<file path="src/rtl/softmax_seq_ctrl.sv">
// Three-phase softmax sequencer: max-scan, exp/accumulate, normalize, with a host start/done handshake.
// Optional macro SOFTMAX_SEQ_CTRL_PERF_EN adds the o_cycle_cnt busy-cycle counter.
module softmax_seq_ctrl #(
  parameter int MAX_LEN  = 16,
  parameter int IDX_W    = $clog2(MAX_LEN),
  parameter int LEN_W    = IDX_W + 1,
  parameter int EXP_LAT  = 2,
  parameter int NORM_LAT = 3
) (
  input  logic             i_clk,
  input  logic             i_rst,
  input  logic             i_start,
  input  logic             i_abort,
  input  logic [LEN_W-1:0] i_vec_len,
  output logic             o_busy,
  output logic             o_done,
  output logic             o_len_err,
  output logic [1:0]       o_phase,
  output logic             o_rd_en,
  output logic [IDX_W-1:0] o_rd_addr,
  output logic             o_max_clr,
  output logic             o_max_en,
  output logic             o_acc_clr,
  output logic             o_acc_en,
  output logic             o_norm_en,
  output logic             o_out_valid,
  output logic [IDX_W-1:0] o_out_idx,
  input  logic             i_out_ready
`ifdef SOFTMAX_SEQ_CTRL_PERF_EN
  ,
  output logic [31:0]      o_cycle_cnt
`endif
);

  typedef enum logic [2:0] {
    S_IDLE, S_MAX_SCAN, S_MAX_FLUSH, S_EXP_ACC, S_EXP_FLUSH, S_NORM_RD, S_NORM_WAIT, S_DONE
  } state_t;

  localparam int CNT_MAX = (EXP_LAT > NORM_LAT) ? EXP_LAT : NORM_LAT;
  localparam int CNT_W   = $clog2(CNT_MAX + 1);

  state_t             r_state;
  logic [IDX_W-1:0]   r_addr;
  logic [IDX_W-1:0]   r_last;
  logic [CNT_W-1:0]   r_cnt;
  logic [EXP_LAT:0]   r_acc_sr;
  logic               r_busy, r_done, r_len_err, r_rd_en;
  logic               r_max_clr, r_max_en, r_acc_clr, r_norm_en, r_out_valid;
  logic [1:0]         r_phase;
  logic [IDX_W-1:0]   r_out_idx;

  logic w_last, w_len_bad, w_accept;

  assign w_last    = (r_addr == r_last);
  assign w_len_bad = (i_vec_len == '0) || (i_vec_len > LEN_W'(MAX_LEN));
  assign w_accept  = (r_state == S_IDLE) && i_start && !w_len_bad;

  always_ff @(posedge i_clk) begin
    if (i_rst) begin
      r_state     <= S_IDLE;
      r_addr      <= '0;
      r_last      <= '0;
      r_cnt       <= '0;
      r_acc_sr    <= '0;
      r_busy      <= 1'b0;
      r_done      <= 1'b0;
      r_len_err   <= 1'b0;
      r_rd_en     <= 1'b0;
      r_max_clr   <= 1'b0;
      r_max_en    <= 1'b0;
      r_acc_clr   <= 1'b0;
      r_norm_en   <= 1'b0;
      r_out_valid <= 1'b0;
      r_phase     <= 2'd0;
      r_out_idx   <= '0;
    end else begin
      r_max_clr <= 1'b0;
      r_acc_clr <= 1'b0;
      r_done    <= 1'b0;
      r_len_err <= 1'b0;
      r_norm_en <= 1'b0;
      // Compare and accumulate strobes are delayed copies of the phase's buffer reads.
      r_max_en  <= r_rd_en && (r_phase == 2'd1);
      r_acc_sr  <= {r_acc_sr[EXP_LAT-1:0], r_rd_en && (r_phase == 2'd2)};

      if (i_abort && (r_state != S_IDLE)) begin
        r_state     <= S_IDLE;
        r_busy      <= 1'b0;
        r_phase     <= 2'd0;
        r_rd_en     <= 1'b0;
        r_max_en    <= 1'b0;
        r_acc_sr    <= '0;
        r_out_valid <= 1'b0;
        r_acc_clr   <= 1'b1;
      end else begin
        case (r_state)
          S_IDLE: begin
            if (i_start) begin
              if (w_len_bad) begin
                r_len_err <= 1'b1;
              end else begin
                r_state   <= S_MAX_SCAN;
                r_last    <= IDX_W'(i_vec_len - LEN_W'(1));
                r_addr    <= '0;
                r_rd_en   <= 1'b1;
                r_busy    <= 1'b1;
                r_phase   <= 2'd1;
                r_max_clr <= 1'b1;
                r_acc_clr <= 1'b1;
              end
            end
          end
          S_MAX_SCAN: begin
            if (w_last) begin
              r_state <= S_MAX_FLUSH;
              r_rd_en <= 1'b0;
            end else begin
              r_addr <= r_addr + 1'b1;
            end
          end
          S_MAX_FLUSH: begin
            r_state <= S_EXP_ACC;
            r_addr  <= '0;
            r_rd_en <= 1'b1;
            r_phase <= 2'd2;
          end
          S_EXP_ACC: begin
            if (w_last) begin
              r_state <= S_EXP_FLUSH;
              r_rd_en <= 1'b0;
              r_cnt   <= '0;
            end else begin
              r_addr <= r_addr + 1'b1;
            end
          end
          S_EXP_FLUSH: begin
            if (r_cnt == CNT_W'(EXP_LAT)) begin
              r_state <= S_NORM_RD;
              r_addr  <= '0;
              r_rd_en <= 1'b1;
              r_phase <= 2'd3;
            end else begin
              r_cnt <= r_cnt + 1'b1;
            end
          end
          S_NORM_RD: begin
            r_state   <= S_NORM_WAIT;
            r_rd_en   <= 1'b0;
            r_norm_en <= 1'b1;
            r_cnt     <= '0;
          end
          S_NORM_WAIT: begin
            // Divider latency is tracked by a counter; result stays frozen until accepted.
            if (!r_out_valid) begin
              if (r_cnt == CNT_W'(NORM_LAT - 1)) begin
                r_out_valid <= 1'b1;
                r_out_idx   <= r_addr;
              end else begin
                r_cnt <= r_cnt + 1'b1;
              end
            end else if (i_out_ready) begin
              r_out_valid <= 1'b0;
              if (w_last) begin
                r_state <= S_DONE;
                r_done  <= 1'b1;
              end else begin
                r_state <= S_NORM_RD;
                r_addr  <= r_addr + 1'b1;
                r_rd_en <= 1'b1;
              end
            end
          end
          S_DONE: begin
            r_state <= S_IDLE;
            r_busy  <= 1'b0;
            r_phase <= 2'd0;
          end
          default: r_state <= S_IDLE;
        endcase
      end
    end
  end

`ifdef SOFTMAX_SEQ_CTRL_PERF_EN
  logic [31:0] r_cycle_cnt;

  always_ff @(posedge i_clk) begin
    if (i_rst || w_accept) begin
      r_cycle_cnt <= '0;
    end else if (r_busy && (r_cycle_cnt != '1)) begin
      r_cycle_cnt <= r_cycle_cnt + 32'd1;
    end
  end

  assign o_cycle_cnt = r_cycle_cnt;
`endif

  assign o_busy      = r_busy;
  assign o_done      = r_done;
  assign o_len_err   = r_len_err;
  assign o_phase     = r_phase;
  assign o_rd_en     = r_rd_en;
  assign o_rd_addr   = r_addr;
  assign o_max_clr   = r_max_clr;
  assign o_max_en    = r_max_en;
  assign o_acc_clr   = r_acc_clr;
  assign o_acc_en    = r_acc_sr[EXP_LAT];
  assign o_norm_en   = r_norm_en;
  assign o_out_valid = r_out_valid;
  assign o_out_idx   = r_out_idx;

endmodule

</file>
<file path="config.mk">
export PLATFORM = sky130hd
export DESIGN_NAME = softmax_seq_ctrl
export DESIGN_NICKNAME = d
export VERILOG_FILES = /design/src/rtl/softmax_seq_ctrl.sv
export SDC_FILE = /design/constraint.sdc
export NUM_CORES = 1
export LEC_CHECK = 0
export ABC_AREA = 1
export CORE_UTILIZATION = 46
export DETAILED_ROUTE_END_ITERATION = 16
export PLACE_DENSITY = 0.73
export SLEW_MARGIN = 20
export SYNTH_ARGS = -nofsm -noshare
export SYNTH_HDL_FRONTEND = slang
export SYNTH_SLANG_ARGS = --single-unit
</file>
<file path="constraint.sdc">
create_clock -name i_clk -period 1.33 [get_ports i_clk]
set_clock_uncertainty 0.05 [all_clocks]
set_input_delay 0.266 -clock i_clk [delete_from_list [all_inputs] [get_ports i_clk]]
set_output_delay 0.266 -clock i_clk [all_outputs]
set_load 0.01 [all_outputs]
</file>
# ---- After elaboration in Yosys (flattened, before gate mapping)
# Cells that the tools add are included.
dict set report classes {
  n_addsub 3
  n_lt_le_gt_ge 1
  eq_ne 21
  n_mux 43
  n_bitwise 7
  n_reduce_logical 24
}
# cell n
set op_table {}
lappend op_table {{4-bit two-way mux} 6}
lappend op_table {{3-bit case mux with 8 select lines} 1}
lappend op_table {{3-bit two-way mux} 7}
lappend op_table {{4-bit case mux with 5 select lines} 1}
lappend op_table {{2-bit != test (second input constant)} 9}
lappend op_table {{1-bit two-way mux} 17}
lappend op_table {{2-bit case mux with 4 select lines} 2}
lappend op_table {{4-bit AND reduction} 4}
lappend op_table {{2-bit two-way mux} 7}
lappend op_table {{7-bit AND reduction} 2}
lappend op_table {{3-bit equality test (second input constant)} 4}
lappend op_table {{8-bit AND reduction} 1}
lappend op_table {{4-bit nonzero test} 2}
lappend op_table {{1-bit NOT} 7}
lappend op_table {{3-bit by 2-bit equality test with 1-bit output (second input constant)} 2}
lappend op_table {{1-bit case mux with 6 select lines} 1}
lappend op_table {{6-bit nonzero test} 1}
lappend op_table {{5-bit > comparator (second input constant)} 1}
lappend op_table {{5-bit zero test} 1}
lappend op_table {{5-bit nonzero test} 1}
lappend op_table {{5-bit OR reduction} 1}
lappend op_table {{4-bit by 1-bit adder with 4-bit output (second input constant)} 1}
lappend op_table {{2-bit equality test (second input constant)} 2}
lappend op_table {{4-bit equality test} 1}
lappend op_table {{14 further kinds} 17}
dict set report totals {
  reg_bits 31
  in_bits 10
  output_inout_bits 20
}

# ---- Longest topological paths before layout
dict set report depth {
  depth_word 6
  ltp_mapped 11
}

# ---- Worst setup path after synthesis
# No wires, ideal clock.
dict set report synth_path {
  path_kind {reg2reg}
  start {register r_addr[1] (netlist: o_rd_addr[1])}
  end {register r_state[0]}
  setup_ns 0.113
  arrival_ns 1.279
  path_slack_ns -0.112
  stages_incl_launch_ff 10
  path_cell_list {dfxtp_1 > inv_1 > nand2_1 > nand2_1 > nor2_2 > nand2_1 > a21oi_2 > nand2_4 > o21ai_1 > nor2_1}
}
dict set report synth_via {
  elab_chain_cells 3
}
# item line_no
set synth_lines {}
lappend synth_lines {{start, declared} 43} ;# logic [IDX_W-1:0] r_addr;
lappend synth_lines {{start signal, assigned} 118} ;# r_addr <= r_addr + 1'b1;
lappend synth_lines {{start signal, assigned} 133} ;# r_addr <= r_addr + 1'b1;
lappend synth_lines {{start signal, assigned} 168} ;# r_addr <= r_addr + 1'b1;
lappend synth_lines {{4-bit equality test *} 54} ;# assign w_last = (r_addr == r_last);
lappend synth_lines {{2-bit != test (no line)} -}
lappend synth_lines {{7-bit AND reduction (no line) *} -}
lappend synth_lines {{end signal, assigned} 60} ;# r_state <= S_IDLE;
lappend synth_lines {{end signal, assigned} 87} ;# r_state <= S_IDLE;
lappend synth_lines {{end signal, assigned} 102} ;# r_state <= S_MAX_SCAN;
lappend synth_lines {{end, declared} 42} ;# state_t r_state;
# Mark *: on every way between the ends. The rest lies on a longest branch, timed or not.
# A chain may end at the register's enable or synchronous reset.

# ---- Worst setup path in the final report
dict set report layout_path {
  start {register r_state[0]}
  end {register r_addr[1] (netlist: o_rd_addr[1])}
}
dict set report layout_via {
  elab_chain_cells 4
}
# item line_no
set layout_lines {}
lappend layout_lines {{3-bit by 2-bit equality test with 1-bit output, or another cell as far along} 96} ;# case (r_state)
lappend layout_lines {{2-bit OR reduction (no line) or 1-bit logical AND (tied branches)} -}
lappend layout_lines {{5-bit nonzero test (no line) or 1-bit NOT (tied branches)} -}
lappend layout_lines {{7-bit AND reduction (no line)} -}
# Several ways; a longest one is shown, not always the timed one.

==> summary.txt <==
Run status
  • Status: complete, but fails checks
  • Failing checks: negative setup slack

Min path
  • Hold Crit Class: input port to flip-flop
  • WHS Endpoint: r_last[0]$_SDFFE_PP0P_
  • Min-delay src: i_vec_len[0]
  • Min-Delay Path Depth: 3

Timing
  • Final hold viol count: 0
  • Final setup fails: 25
  • RSZ-0062 raised after global routing: true
  • Final setup margin: -0.242 ns
  • Max-slew violations: 0
  • Max Freq: 636 MHz
  • Worst-Margin Slew: 0.291 ns
  • Tcrit/Tclk final: 118%
  • Crit path time final: 1.57 ns
  • Slew margin rel.: 80.5%

Critical path
  • CP Launch Type: flip-flop
  • Critical Path RT: 1.51 ns
  • Reg-to-Reg Start: r_state[0]$_SDFFE_PP0P_
  • Worst Path Arrival: 1.75 ns
  • Crit path kind: flip-flop to flip-flop
  • CP Capture Type: flip-flop
  • RR Endpoint: o_rd_addr[1]$_SDFFE_PP0P_
  • R2R cell count: 10
  • Reg-to-reg setup timing slack: -0.24 ns
  • Crit path max fanout: 8

Place
  • Placed cells: 340
  • Pre-CTS setup slack: -0.690 ns
  • HPWL after detailed placement: 2.86 mm
  • Port Buffer Count: 29
  • Area after DPL: 2260 um^2
  • GP Congestion: 0.958

Final layout
  • Util after Layout: 81.4%
  • Final non-filler cell total: 364
  • Fillcell total: 216
  • Layout cells sized above 1: 49.4%
  • Fin area: 2720 um^2
  • Commonest non-fill, non-tap cells in the layout: 47 x buf_4, 37 x nand2_1, 20 x inv_1
  • Commonest non-fill, non-tap cell in the layout: buf_4
  • Area delta synth->final: 70.5%
  • Ant diodes: 0
  • NumNets Final: 330

Logic synthesis
  • #FFs+latches synth: 31
  • Synth Instances: 226
  • Sequential fraction of the synthesis area: 39.0%
  • Mapped Area: 1590 um^2
  • Post-synth top area share: 39.0%
  • Synth warnings: 0
  • Mapped Nets: 239
  • Synth unique cells: 30
  • Largest cells by area after synthesis: dfxtp_1 39%, nand2_1 13%, inv_1 6.6%
  • Syn avg cell area: 7.05 um^2
  • Most area-hungry cell type in the Yosys netlist: dfxtp_1

Clock tree
  • Worst-path clk slew: 0.11 ns
  • # hold bufs at CTS: 0
  • Worst skew pair latency: 0.34 ns
  • Clock Sinks: 31
  • CTS tree: built
  • Root Buffer: clkbuf_4
  • CTS H-tree depth: 2
  • CTS buffer count: 5
  • CTS max path bufs: 2

Power
  • Worst VDD drop: 0.00113 V
  • Pint: 3.63 mW
  • Logic pwr share: 67.7%
  • Power Total: 6.67 mW
  • Sequential power share: 21.6%
  • Net Sw Power: 3.04 mW
  • P_leak: 1.31 nW
  • Cell Pwr Density: 2460 nW/um^2
  • Sw Share: 45.6%
  • Clk network pwr share: 10.7%

Detailed routing
  • Via count: 1888
  • DR pass1 iterations: 4
  • ANT nets after route: 0
  • Routed len/inst: 15.8 um
  • DRC errors left: 0
  • Initial DRC Count: 67
  • Routed vias/inst: 5.19
  • Routed Wire Length: 5.74 mm

Floorplan
  • Initial Utilization: 47.7%
  • Core ar.: 3340 um^2
  • Io pins: 30
  • Die Footprint: 3700 um^2
  • Die height: 60.8 um
  • Die width: 60.8 um
  • Rows: 21

GRT
  • Largest net degree at the start of global routing: 16
  • Vias in the first global route: 1701
  • First-pass GRT wire length: 7.12 mm
  • Initial antenna violation count: 0
  • Global route total overflow: 0
  • GRT Total Usage: 26.5%

Flow run
  • Max Cap Viol: 0
layout make-up:
| class | count | area (um^2) | area share (%) |
|---|---|---|---|
| sequential | 31 | 658 | 24.2 |
| clock buffer | 7 | 76.3 | 2.81 |
| multi-input combinational | 156 | 1040 | 38.2 |
| inverter | 36 | 150 | 5.53 |
| clock inverter | 1 | 5.00 | 0.184 |
| timing repair buffer | 87 | 731 | 26.9 |
| tap | 46 | 57.6 | 2.12 |
kinds of logic (layout without fill, tap and decap cells):
kind of cell               after synthesis  count (layout)  share of synthesized area [%]
AOI/OAI and AO/OA                       36              36                           12.9
xor gates and xnor gates                 3               3                           1.65
adders and majority gates                3               3                           2.36
buffers and inverters                   39             131                           10.4
DFF                                     31              31                           39.0
and+or+nand+nor                        114             114                           33.8
metrics by stage:
| stage | setup TNS [ns] | hold WS (ns) |
|---|---|---|
| 5_1_grt | -4.73 | 0.319 |
| 2_1_floorplan | -0.258 | 0.285 |
| 4_1_cts | -1.08 | 0.286 |
| 6_report | -2.96 | 0.306 |
| 3_3_place_gp | -10.83 | 0.344 |
| 3_5_place_dp | -11.69 | 0.359 |
registers in the layout (all words and copies together), names as in the netlist:
name	count
o_out_valid	1
o_busy	1
r_last	4
o_len_err	1
r_cnt	2
o_rd_en	1
o_out_idx	4
o_norm_en	1
o_max_clr	1
o_rd_addr	4
o_done	1
r_acc_sr	3
o_phase	2
r_state	3
o_acc_clr	1
o_max_en	1
synth_stat cells:
library cell	number
ha_1	3
nor2_4	3
inv_1	28
nand3_2	1
nor2_2	2
inv_2	6
nor4_1	1
clkinv_2	1
nand2_1	54
a21boi_4	1
o21bai_1	1
dfxtp_1	31
inv_4	1
nand2_2	2
a21oi_1	19
nand3_4	1
o211ai_1	1
nor2_1	25
nor3_1	2
xor2_1	2
o21ai_1	4
clkbuf_1	1
buf_6	2
o21ai_0	8
nand2_4	3
xnor2_1	1
a21oi_2	1
o31ai_1	1
nand3_1	16
nand4_1	4
power groups by stage:
stage / Clock (mW) / Combinational, mW / Sequential [mW]
finish: 0.712 / 4.52 / 1.44
global placement: 0 / 3.17 / 1.35
detailed placement: 0 / 3.22 / 1.36
CTS: 0.715 / 3.62 / 1.38
global route: 0.776 / 4.81 / 1.46
floorplan: 0 / 1.86 / 1.41
repair_timing:
action                                  CTS  global route
buffers inserted                         10             9
endpoints found under the setup margin   46            33
pin swaps                                24            24
resized for setup                        70            59
per-layer routing:
| metal | global-route usage, % | part of all wire (%) | up-vias |
|---|---|---|---|
| met1 | 28.2 | 36 | 868 |
| met4 | 14.0 | 4.0 | 0 |
| li1 | - | - | 901 |
| met5 | 0 | 0 | - |
| met3 | 8.32 | 5.9 | 28 |
| met2 | 46.6 | 54 | 91 |
critical path, cell delays in order (launching register included):
cell	delay, ns
dfxtp_4	0.39
nor2_4	0.14
nand2_4	0.08
nand2_4	0.09
o21ai_2	0.06
nor2_1	0.15
nand2_1	0.12
nor2_4	0.20
nand2_1	0.09
nand2_1	0.07
nor2_1	0.03
worst max-delay path by stage:
| stage | from | endpoint | slack [ns] | depth (start not counted) |
|---|---|---|---|---|
| final | r_state[0]$_SDFFE_PP0P_ | o_rd_addr[1]$_SDFFE_PP0P_ | -0.24 | 10 |
| after global routing | r_state[0]$_SDFFE_PP0P_ | o_rd_addr[2]$_SDFFE_PP0P_ | -0.31 | 10 |
| after CTS | r_state[0]$_SDFFE_PP0P_ | o_rd_addr[1]$_SDFFE_PP0P_ | -0.15 | 10 |
| after detailed placement | i_vec_len[0] | o_rd_addr[1]$_SDFFE_PP0P_ | -0.69 | 11 |
| after global placement | i_vec_len[0] | o_rd_addr[3]$_SDFFE_PP0P_ | -0.62 | 11 |
| after floorplan | r_state[1]$_SDFFE_PP0P_ | o_rd_addr[3]$_SDFFE_PP0P_ | -0.06 | 11 |
(Power assumes the default switching activity.)
